### config.mk
export PLATFORM = sky130hd
export DESIGN_NAME = mult_requester
export DESIGN_NICKNAME = d
export VERILOG_FILES = /design/src/rtl/mult_req_pkg.sv /design/src/rtl/mult_req_watchdog.sv /design/src/rtl/mult_requester.sv
export SDC_FILE = /design/constraint.sdc
export NUM_CORES = 1
export LEC_CHECK = 0
export CORE_ASPECT_RATIO = 0.6
export CORE_MARGIN = 1.5
export CORE_UTILIZATION = 42
export DETAILED_ROUTE_END_ITERATION = 6
export PLACE_DENSITY = 0.85
export REMOVE_ABC_BUFFERS = 1
export SLEW_MARGIN = 40
export SYNTH_ARGS = -nofsm -noshare
export SYNTH_HDL_FRONTEND = slang
export SYNTH_SLANG_ARGS = --single-unit
### constraint.sdc
create_clock -name clk -period 2.3 [get_ports clk]
set_clock_uncertainty 0.05 [all_clocks]
set_input_delay 0.23 -clock clk [delete_from_list [all_inputs] [get_ports clk]]
set_output_delay 0.23 -clock clk [all_outputs]
set_load 0.05 [all_outputs]
### src/rtl/mult_req_pkg.sv
`default_nettype none
// ============================================================================
// Module      : mult_req_pkg
// Description : Shared types and defaults for the multiply requester.
//               Holds the FSM state encoding and the default DATA_W and
//               TIMEOUT values.
// Revision    : 1.0 - initial release
// ============================================================================
package mult_req_pkg;

  typedef enum logic [1:0] {
    IDLE = 2'd0,
    WAIT = 2'd1,
    GAP  = 2'd2,
    RESP = 2'd3
  } req_state_t;

  localparam int DEFAULT_DATA_W  = 8;
  localparam int DEFAULT_TIMEOUT = 15;

endpackage : mult_req_pkg
`default_nettype wire

### src/rtl/mult_req_watchdog.sv
`default_nettype none
// ============================================================================
// Module      : mult_req_watchdog
// Description : Cycle counter with synchronous clear and count enable.
//               expire_o is raised once the count reaches TIMEOUT-1. The
//               counter then holds until it is cleared again.
// Ports       : clk      - clock
//               rst_n    - asynchronous active-low reset
//               clr_i    - clear the count to zero (takes priority)
//               en_i     - count one cycle
//               expire_o - count has reached TIMEOUT-1
// Revision    : 1.0 - initial release
// ============================================================================
module mult_req_watchdog #(
  parameter int TIMEOUT = 15
) (
  input  logic clk,
  input  logic rst_n,
  input  logic clr_i,
  input  logic en_i,
  output logic expire_o
);

  localparam int CNT_W = $clog2(TIMEOUT + 1);
  localparam logic [CNT_W-1:0] C_LAST = CNT_W'(TIMEOUT - 1);

  logic [CNT_W-1:0] cnt_q;
  logic             w_expire;

  assign w_expire = (cnt_q == C_LAST);
  assign expire_o = w_expire;

  always_ff @(posedge clk or negedge rst_n) begin
    if (!rst_n) begin
      cnt_q <= '0;
    end else if (clr_i) begin
      cnt_q <= '0;
    end else if (en_i && !w_expire) begin
      cnt_q <= cnt_q + 1'b1;
    end
  end

endmodule : mult_req_watchdog
`default_nettype wire

### src/rtl/mult_requester.sv
`default_nettype none
// ============================================================================
// Module      : mult_requester
// Description : Initiator side of a start/done multiply handshake. Accepts
//               one operand command at a time, raises mul_start with the
//               operands held stable until mul_done (or a watchdog timeout).
//               It then forces one cycle of mul_start low and returns the
//               product on a valid/ready response channel.
// Ports       : clk, rst_n                  - clock, async active-low reset
//               cmd_valid/cmd_ready/cmd_a/b - command channel
//               rsp_valid/rsp_ready         - response channel
//               rsp_result/rsp_error        - product (0 on timeout), error
//               mul_start/mul_a/mul_b       - drive to the multiplier
//               mul_done/mul_result         - completion from the multiplier
//               stat_ok/stat_timeout        - response counters (optional)
// Options     : MULT_REQ_STATS_EN - when defined, adds the saturating 16-bit
//               stat_ok / stat_timeout counters and their output ports.
// Revision    : 1.0 - initial release
// ============================================================================
module mult_requester
  import mult_req_pkg::*;
#(
  parameter int DATA_W  = DEFAULT_DATA_W,
  parameter int TIMEOUT = DEFAULT_TIMEOUT
) (
  input  logic                clk,
  input  logic                rst_n,
  input  logic                cmd_valid,
  output logic                cmd_ready,
  input  logic [DATA_W-1:0]   cmd_a,
  input  logic [DATA_W-1:0]   cmd_b,
  output logic                rsp_valid,
  input  logic                rsp_ready,
  output logic [2*DATA_W-1:0] rsp_result,
  output logic                rsp_error,
  output logic                mul_start,
  output logic [DATA_W-1:0]   mul_a,
  output logic [DATA_W-1:0]   mul_b,
  input  logic                mul_done,
  input  logic [2*DATA_W-1:0] mul_result
`ifdef MULT_REQ_STATS_EN
  ,
  output logic [15:0]         stat_ok,
  output logic [15:0]         stat_timeout
`endif
);

  if (TIMEOUT < 8) begin : g_bad_timeout
    $error("mult_requester: TIMEOUT must be >= 8");
  end

  req_state_t state_q, state_d;

  logic                mul_start_q, mul_start_d;
  logic [DATA_W-1:0]   mul_a_q, mul_a_d;
  logic [DATA_W-1:0]   mul_b_q, mul_b_d;
  logic                rsp_valid_q, rsp_valid_d;
  logic [2*DATA_W-1:0] rsp_result_q, rsp_result_d;
  logic                rsp_error_q, rsp_error_d;

  logic w_cmd_fire;
  logic w_rsp_fire;
  logic w_wd_expire;

  assign cmd_ready  = (state_q == IDLE);
  assign w_cmd_fire = cmd_valid && (state_q == IDLE);
  assign w_rsp_fire = rsp_valid_q && rsp_ready;

  // Counter is zeroed on command acceptance and runs only while in WAIT.
  mult_req_watchdog #(
    .TIMEOUT (TIMEOUT)
  ) u_watchdog (
    .clk      (clk),
    .rst_n    (rst_n),
    .clr_i    (w_cmd_fire),
    .en_i     (state_q == WAIT),
    .expire_o (w_wd_expire)
  );

  // State register
  always_ff @(posedge clk or negedge rst_n) begin
    if (!rst_n) begin
      state_q <= IDLE;
    end else begin
      state_q <= state_d;
    end
  end

  // Next-state logic
  always_comb begin
    state_d = state_q;
    unique case (state_q)
      IDLE: if (w_cmd_fire) state_d = WAIT;
      WAIT: if (mul_done || w_wd_expire) state_d = GAP;
      GAP:  state_d = RESP;
      RESP: if (w_rsp_fire) state_d = IDLE;
      default: state_d = IDLE;
    endcase
  end

  // Output next-values; every output except cmd_ready is registered below.
  always_comb begin
    mul_start_d  = mul_start_q;
    mul_a_d      = mul_a_q;
    mul_b_d      = mul_b_q;
    rsp_valid_d  = rsp_valid_q;
    rsp_result_d = rsp_result_q;
    rsp_error_d  = rsp_error_q;
    unique case (state_q)
      IDLE: begin
        if (w_cmd_fire) begin
          mul_a_d     = cmd_a;
          mul_b_d     = cmd_b;
          mul_start_d = 1'b1;
        end
      end
      WAIT: begin
        // A completion arriving on the timeout cycle still counts as good.
        if (mul_done) begin
          rsp_result_d = mul_result;
          rsp_error_d  = 1'b0;
          mul_start_d  = 1'b0;
        end else if (w_wd_expire) begin
          rsp_result_d = '0;
          rsp_error_d  = 1'b1;
          mul_start_d  = 1'b0;
        end
      end
      GAP: begin
        rsp_valid_d = 1'b1;
      end
      RESP: begin
        if (w_rsp_fire) rsp_valid_d = 1'b0;
      end
      default: begin
        mul_start_d = 1'b0;
        rsp_valid_d = 1'b0;
      end
    endcase
  end

  always_ff @(posedge clk or negedge rst_n) begin
    if (!rst_n) begin
      mul_start_q  <= 1'b0;
      mul_a_q      <= '0;
      mul_b_q      <= '0;
      rsp_valid_q  <= 1'b0;
      rsp_result_q <= '0;
      rsp_error_q  <= 1'b0;
    end else begin
      mul_start_q  <= mul_start_d;
      mul_a_q      <= mul_a_d;
      mul_b_q      <= mul_b_d;
      rsp_valid_q  <= rsp_valid_d;
      rsp_result_q <= rsp_result_d;
      rsp_error_q  <= rsp_error_d;
    end
  end

  assign mul_start  = mul_start_q;
  assign mul_a      = mul_a_q;
  assign mul_b      = mul_b_q;
  assign rsp_valid  = rsp_valid_q;
  assign rsp_result = rsp_result_q;
  assign rsp_error  = rsp_error_q;

`ifdef MULT_REQ_STATS_EN
  logic [15:0] stat_ok_q;
  logic [15:0] stat_timeout_q;

  // Counted on the response handshake, saturating at all-ones.
  always_ff @(posedge clk or negedge rst_n) begin
    if (!rst_n) begin
      stat_ok_q      <= '0;
      stat_timeout_q <= '0;
    end else if (w_rsp_fire) begin
      if (!rsp_error_q && (stat_ok_q != 16'hFFFF)) begin
        stat_ok_q <= stat_ok_q + 16'd1;
      end
      if (rsp_error_q && (stat_timeout_q != 16'hFFFF)) begin
        stat_timeout_q <= stat_timeout_q + 16'd1;
      end
    end
  end

  assign stat_ok      = stat_ok_q;
  assign stat_timeout = stat_timeout_q;
`endif

endmodule : mult_requester
`default_nettype wire
==> Flow_metrics.wiki <==
{| class="wikitable"
! Metric !! Value
|-
| Run status || finished clean
|-
| CTS H-tree lvls || 2
|-
| Maximum number of pins on one net before global-route repair || 27
|-
| Proportion of layout cells with a drive suffix above 1 || between 10% and 20%
|-
| Routed length per placed instance || 15.0 um
|-
| Final TNS setup || 0 ns
|-
| Total DRC errors in the routed layout || 0
|-
| Detailed-routing iteration count for the pre-antenna-repair pass || 5
|-
| Final count of pins violating max slew || 0
|-
| Synthesized flop and latch total || 41
|-
| Gate count after technology mapping || between 100 and 150
|-
| Via count || between 1000 and 1500
|-
| Async set-reset flop share out of synthesis || 100%
|-
| Post-route ant nets || 0
|-
| Number of nets in the final layout || ~260
|-
| Worst path arrival time || 1.91 ns
|-
| List of cells traversed by the critical path || inv_1 > ha_1 > clkdlybuf4s50_1
|-
| Data required time at the worst endpoint || about 2.0 ns
|-
| Largest vdd supply drop || just over 0.9 mV
|-
| Predominant post-synthesis flop cell || sky130_fd_sc_hd__dfrtp_1
|-
| Max-cap check violation count || 0
|-
| Number of flops mapped to enable cells by yosys || 0
|-
| Reported leakage power || between 0.001 and 0.0015 uW
|-
| Setup repair after global routing missed its margin || no
|-
| Mean instance size in the synthesized netlist || between 10 and 15 sq um
|-
| Leading cell type in the layout, fill and taps excluded || sky130_fd_sc_hd__clkdlybuf4s50_1
|-
| Clock period minus worst slack || about 2.2 ns
|-
| Slowest cell on the critical path || sky130_fd_sc_hd__clkdlybuf4s50_1
|-
| Cell row count || 18
|-
| Port-buffer cells || 72
|-
| DR vias/cell || 5.03
|-
| Die extent in x || 87.3 um
|-
| Overall routed net length || around 4200 um
|-
| Antenna violations before repair || 0
|-
| Layout area overhead || 49.2%
|-
| Post-route fraction of the period consumed by the critical path || 95.2%
|-
| Total Die Area || between 0.004 and 0.005 sq mm
|-
| Via count of the first global-routing pass || ~1400
|-
| Final Non-Filler Cells || 278
|-
| Core region area || 0.00410 sq mm
|-
| HPWL after detailed placement || slightly above 3000 um
|-
| Max Fanout on Critical Path || 5
|-
| Number of instances in the placed design || between 200 and 300
|-
| Effective utilization at floorplan || 43.7%
|-
| Number of endpoints with negative hold slack in the final report || 0
|-
| Num CTS Buffers || 5
|-
| Clock slew at the register clock pins of the worst setup and hold paths || ~0.080 ns
|-
| Top library cells by usage in the layout, fill and taps aside || sky130_fd_sc_hd__clkdlybuf4s50_1 (71), sky130_fd_sc_hd__dfrtp_1 (41), sky130_fd_sc_hd__mux2_2 (17), sky130_fd_sc_hd__a21o_1 (17), sky130_fd_sc_hd__and3_1 (16)
|-
| Sort of element at the start of the critical path || register
|-
| Buffering stage count on the worst path with inverters included || 2
|-
| Number of I/O pins || 73
|-
| Yosys Warn Count || 0
|-
| Cell Pwr Density || 1590 mW/mm^2
|-
| Tightest Hold Check Type || input pin to asynchronous set/reset pin
|-
| Overall track demand over capacity in global routing || 18.4%
|-
| Crit Path Category || register to primary output
|-
| Final number of setup-violating endpoints || 0
|-
| Grt ovf || 0
|-
| Peak Freq || roughly 460 MHz
|-
| Antenna Diode Count || 0
|-
| Relative max-transition margin || 61.2%
|-
| First DRT Iteration DRCs || 48
|-
| Clock insertion delay at the later pin of the skew report || 0.29 ns
|-
| Clock Sinks || between 40 and 50
|-
| Clk buf depth || 2
|-
| Top cell family by delay on the critical path || buffers and inverters
|-
| Unique cell type count in the Yosys netlist || 30
|-
| Fillers || approximately 340
|-
| Placer Congestion || 0.748
|-
| Number of gates resized after CTS || 0
|-
| Endpoint class of the critical path || primary output
|-
| TritonCTS clock tree || yes
|-
| Share of the yosys chip area belonging to registers || 57.3%
|-
| Highest cell delay on the worst timing path || approximately 0.84 ns
|-
| Transition time of the tightest slew-check pin || ~0.58 ns
|-
| Vertical extent of the die || approximately 54 um
|-
| Wire length of the first global-routing pass || 6350 um
|-
| Synth Cell Area || around 0.0018 sq mm
|-
| Clk root buf || sky130_fd_sc_hd__clkbuf_8
|}
[report_power, final]
group	internal (uW)	total, uW	leakage [uW]	switching, uW
Sequential	1060	1260	0.000501	205
Clock	215	472	0.0000445	257
Combinational	937	2510	0.000752	1580
Total	2210	4250	0.00130	2040
[through the flow]
stage          setup WS [ns]  instance area (sq um)  power (uW)  util, %  hold WS (ns)
2_1_floorplan          0.117                   1740        2910        -        -0.116
3_3_place_gp           0.469                   2570        3740     62.7         0.210
3_5_place_dp           0.424                   2570        3800     62.7         0.211
4_1_cts               0.0946                   2670        4280     65.1         0.426
5_1_grt               0.0237                   2670        4470     65.1         0.449
6_report               0.111                   2670        4250     65.1         0.430
[worst register-to-register path, stage by stage (launching register included)]
cell and delay, ns:
sky130_fd_sc_hd__dfrtp_1 0.42, sky130_fd_sc_hd__inv_1 0.11, sky130_fd_sc_hd__ha_1 0.18, sky130_fd_sc_hd__buf_4 0.21, sky130_fd_sc_hd__inv_1 0.16, sky130_fd_sc_hd__or3_2 0.49
sky130_fd_sc_hd__a21oi_1 0.15
[flip-flops by register name, indices dropped and copies added, names as in the netlist]
register	cells
rsp_result	16
mul_a	8
mul_b	8
u_watchdog.cnt_q	4
state_q	2
mul_start	1
rsp_error	1
rsp_valid	1
[per-layer routing]
metal	global-route usage [%]	vias to the layer above	share of wire, %	routed length, um
met4	7.67	0	1.4	57
li1	-	652	-	-
met3	7.36	6	7.3	305
met5	0	-	0	0
met1	22.5	685	43	1800
met2	29.4	55	48	2000
[timing repair]
item                      4_1_cts  5_1_grt
hold buffers                    1        0
hold endpoints to repair       24        0
setup buffers                   0        0
[path summary, 6_finish.rpt]
path                          startpoint             endpoint  slack (ns)  depth (start not counted)
max reg2reg                   state_q[1]  u_watchdog.cnt_q[2]        0.46                          6
min in group clk           rsp_result[9]        rsp_result[9]        0.43                          1
max                           state_q[0]            cmd_ready        0.11                          3
min                                rst_n        rsp_result[0]        0.43                          2
max in group asynchronous          rst_n             mul_b[1]        1.22                          3
min reg2reg                rsp_result[9]        rsp_result[9]        0.43                          1
[synth_stat cells (all sizes together) (2+ instances only)]
master	n	area share [%]
a21oi	3	0.84
nor2	2	0.42
or3	2	0.77
mux2	18	11
and3	17	6.0
nand3	3	0.84
nand2	2	0.42
buf	6	2.3
o21ai	3	1.5
ha	7	4.9
inv	7	1.5
clkbuf	2	0.42
dfrtp	41	57
a21o	17	7.1
[final cells by class]
class,count,area [sq um],share of cell area (%)
Sequential cell,41,1030,38.4
Timing Repair Buffer,78,763,28.6
Multi-Input combinational cell,84,688,25.8
Tap cell,60,75.1,2.81
Clock buffer,5,68.8,2.58
Inverter,7,26.3,0.985
Clock inverter,3,21.3,0.797
[kinds of logic (layout without fill, tap and decap cells)]
family | after synthesis | count (layout) | synth area share, %
flops | 41 | 41 | 57.3
compound gates | 30 | 30 | 12.6
simple gates | 28 | 28 | 9.09
mux | 19 | 19 | 11.9
fa+ha+maj | 7 | 7 | 4.89
buf+inv | 15 | 93 | 4.20
No activity file was read; power rests on OpenSTA's default activity.
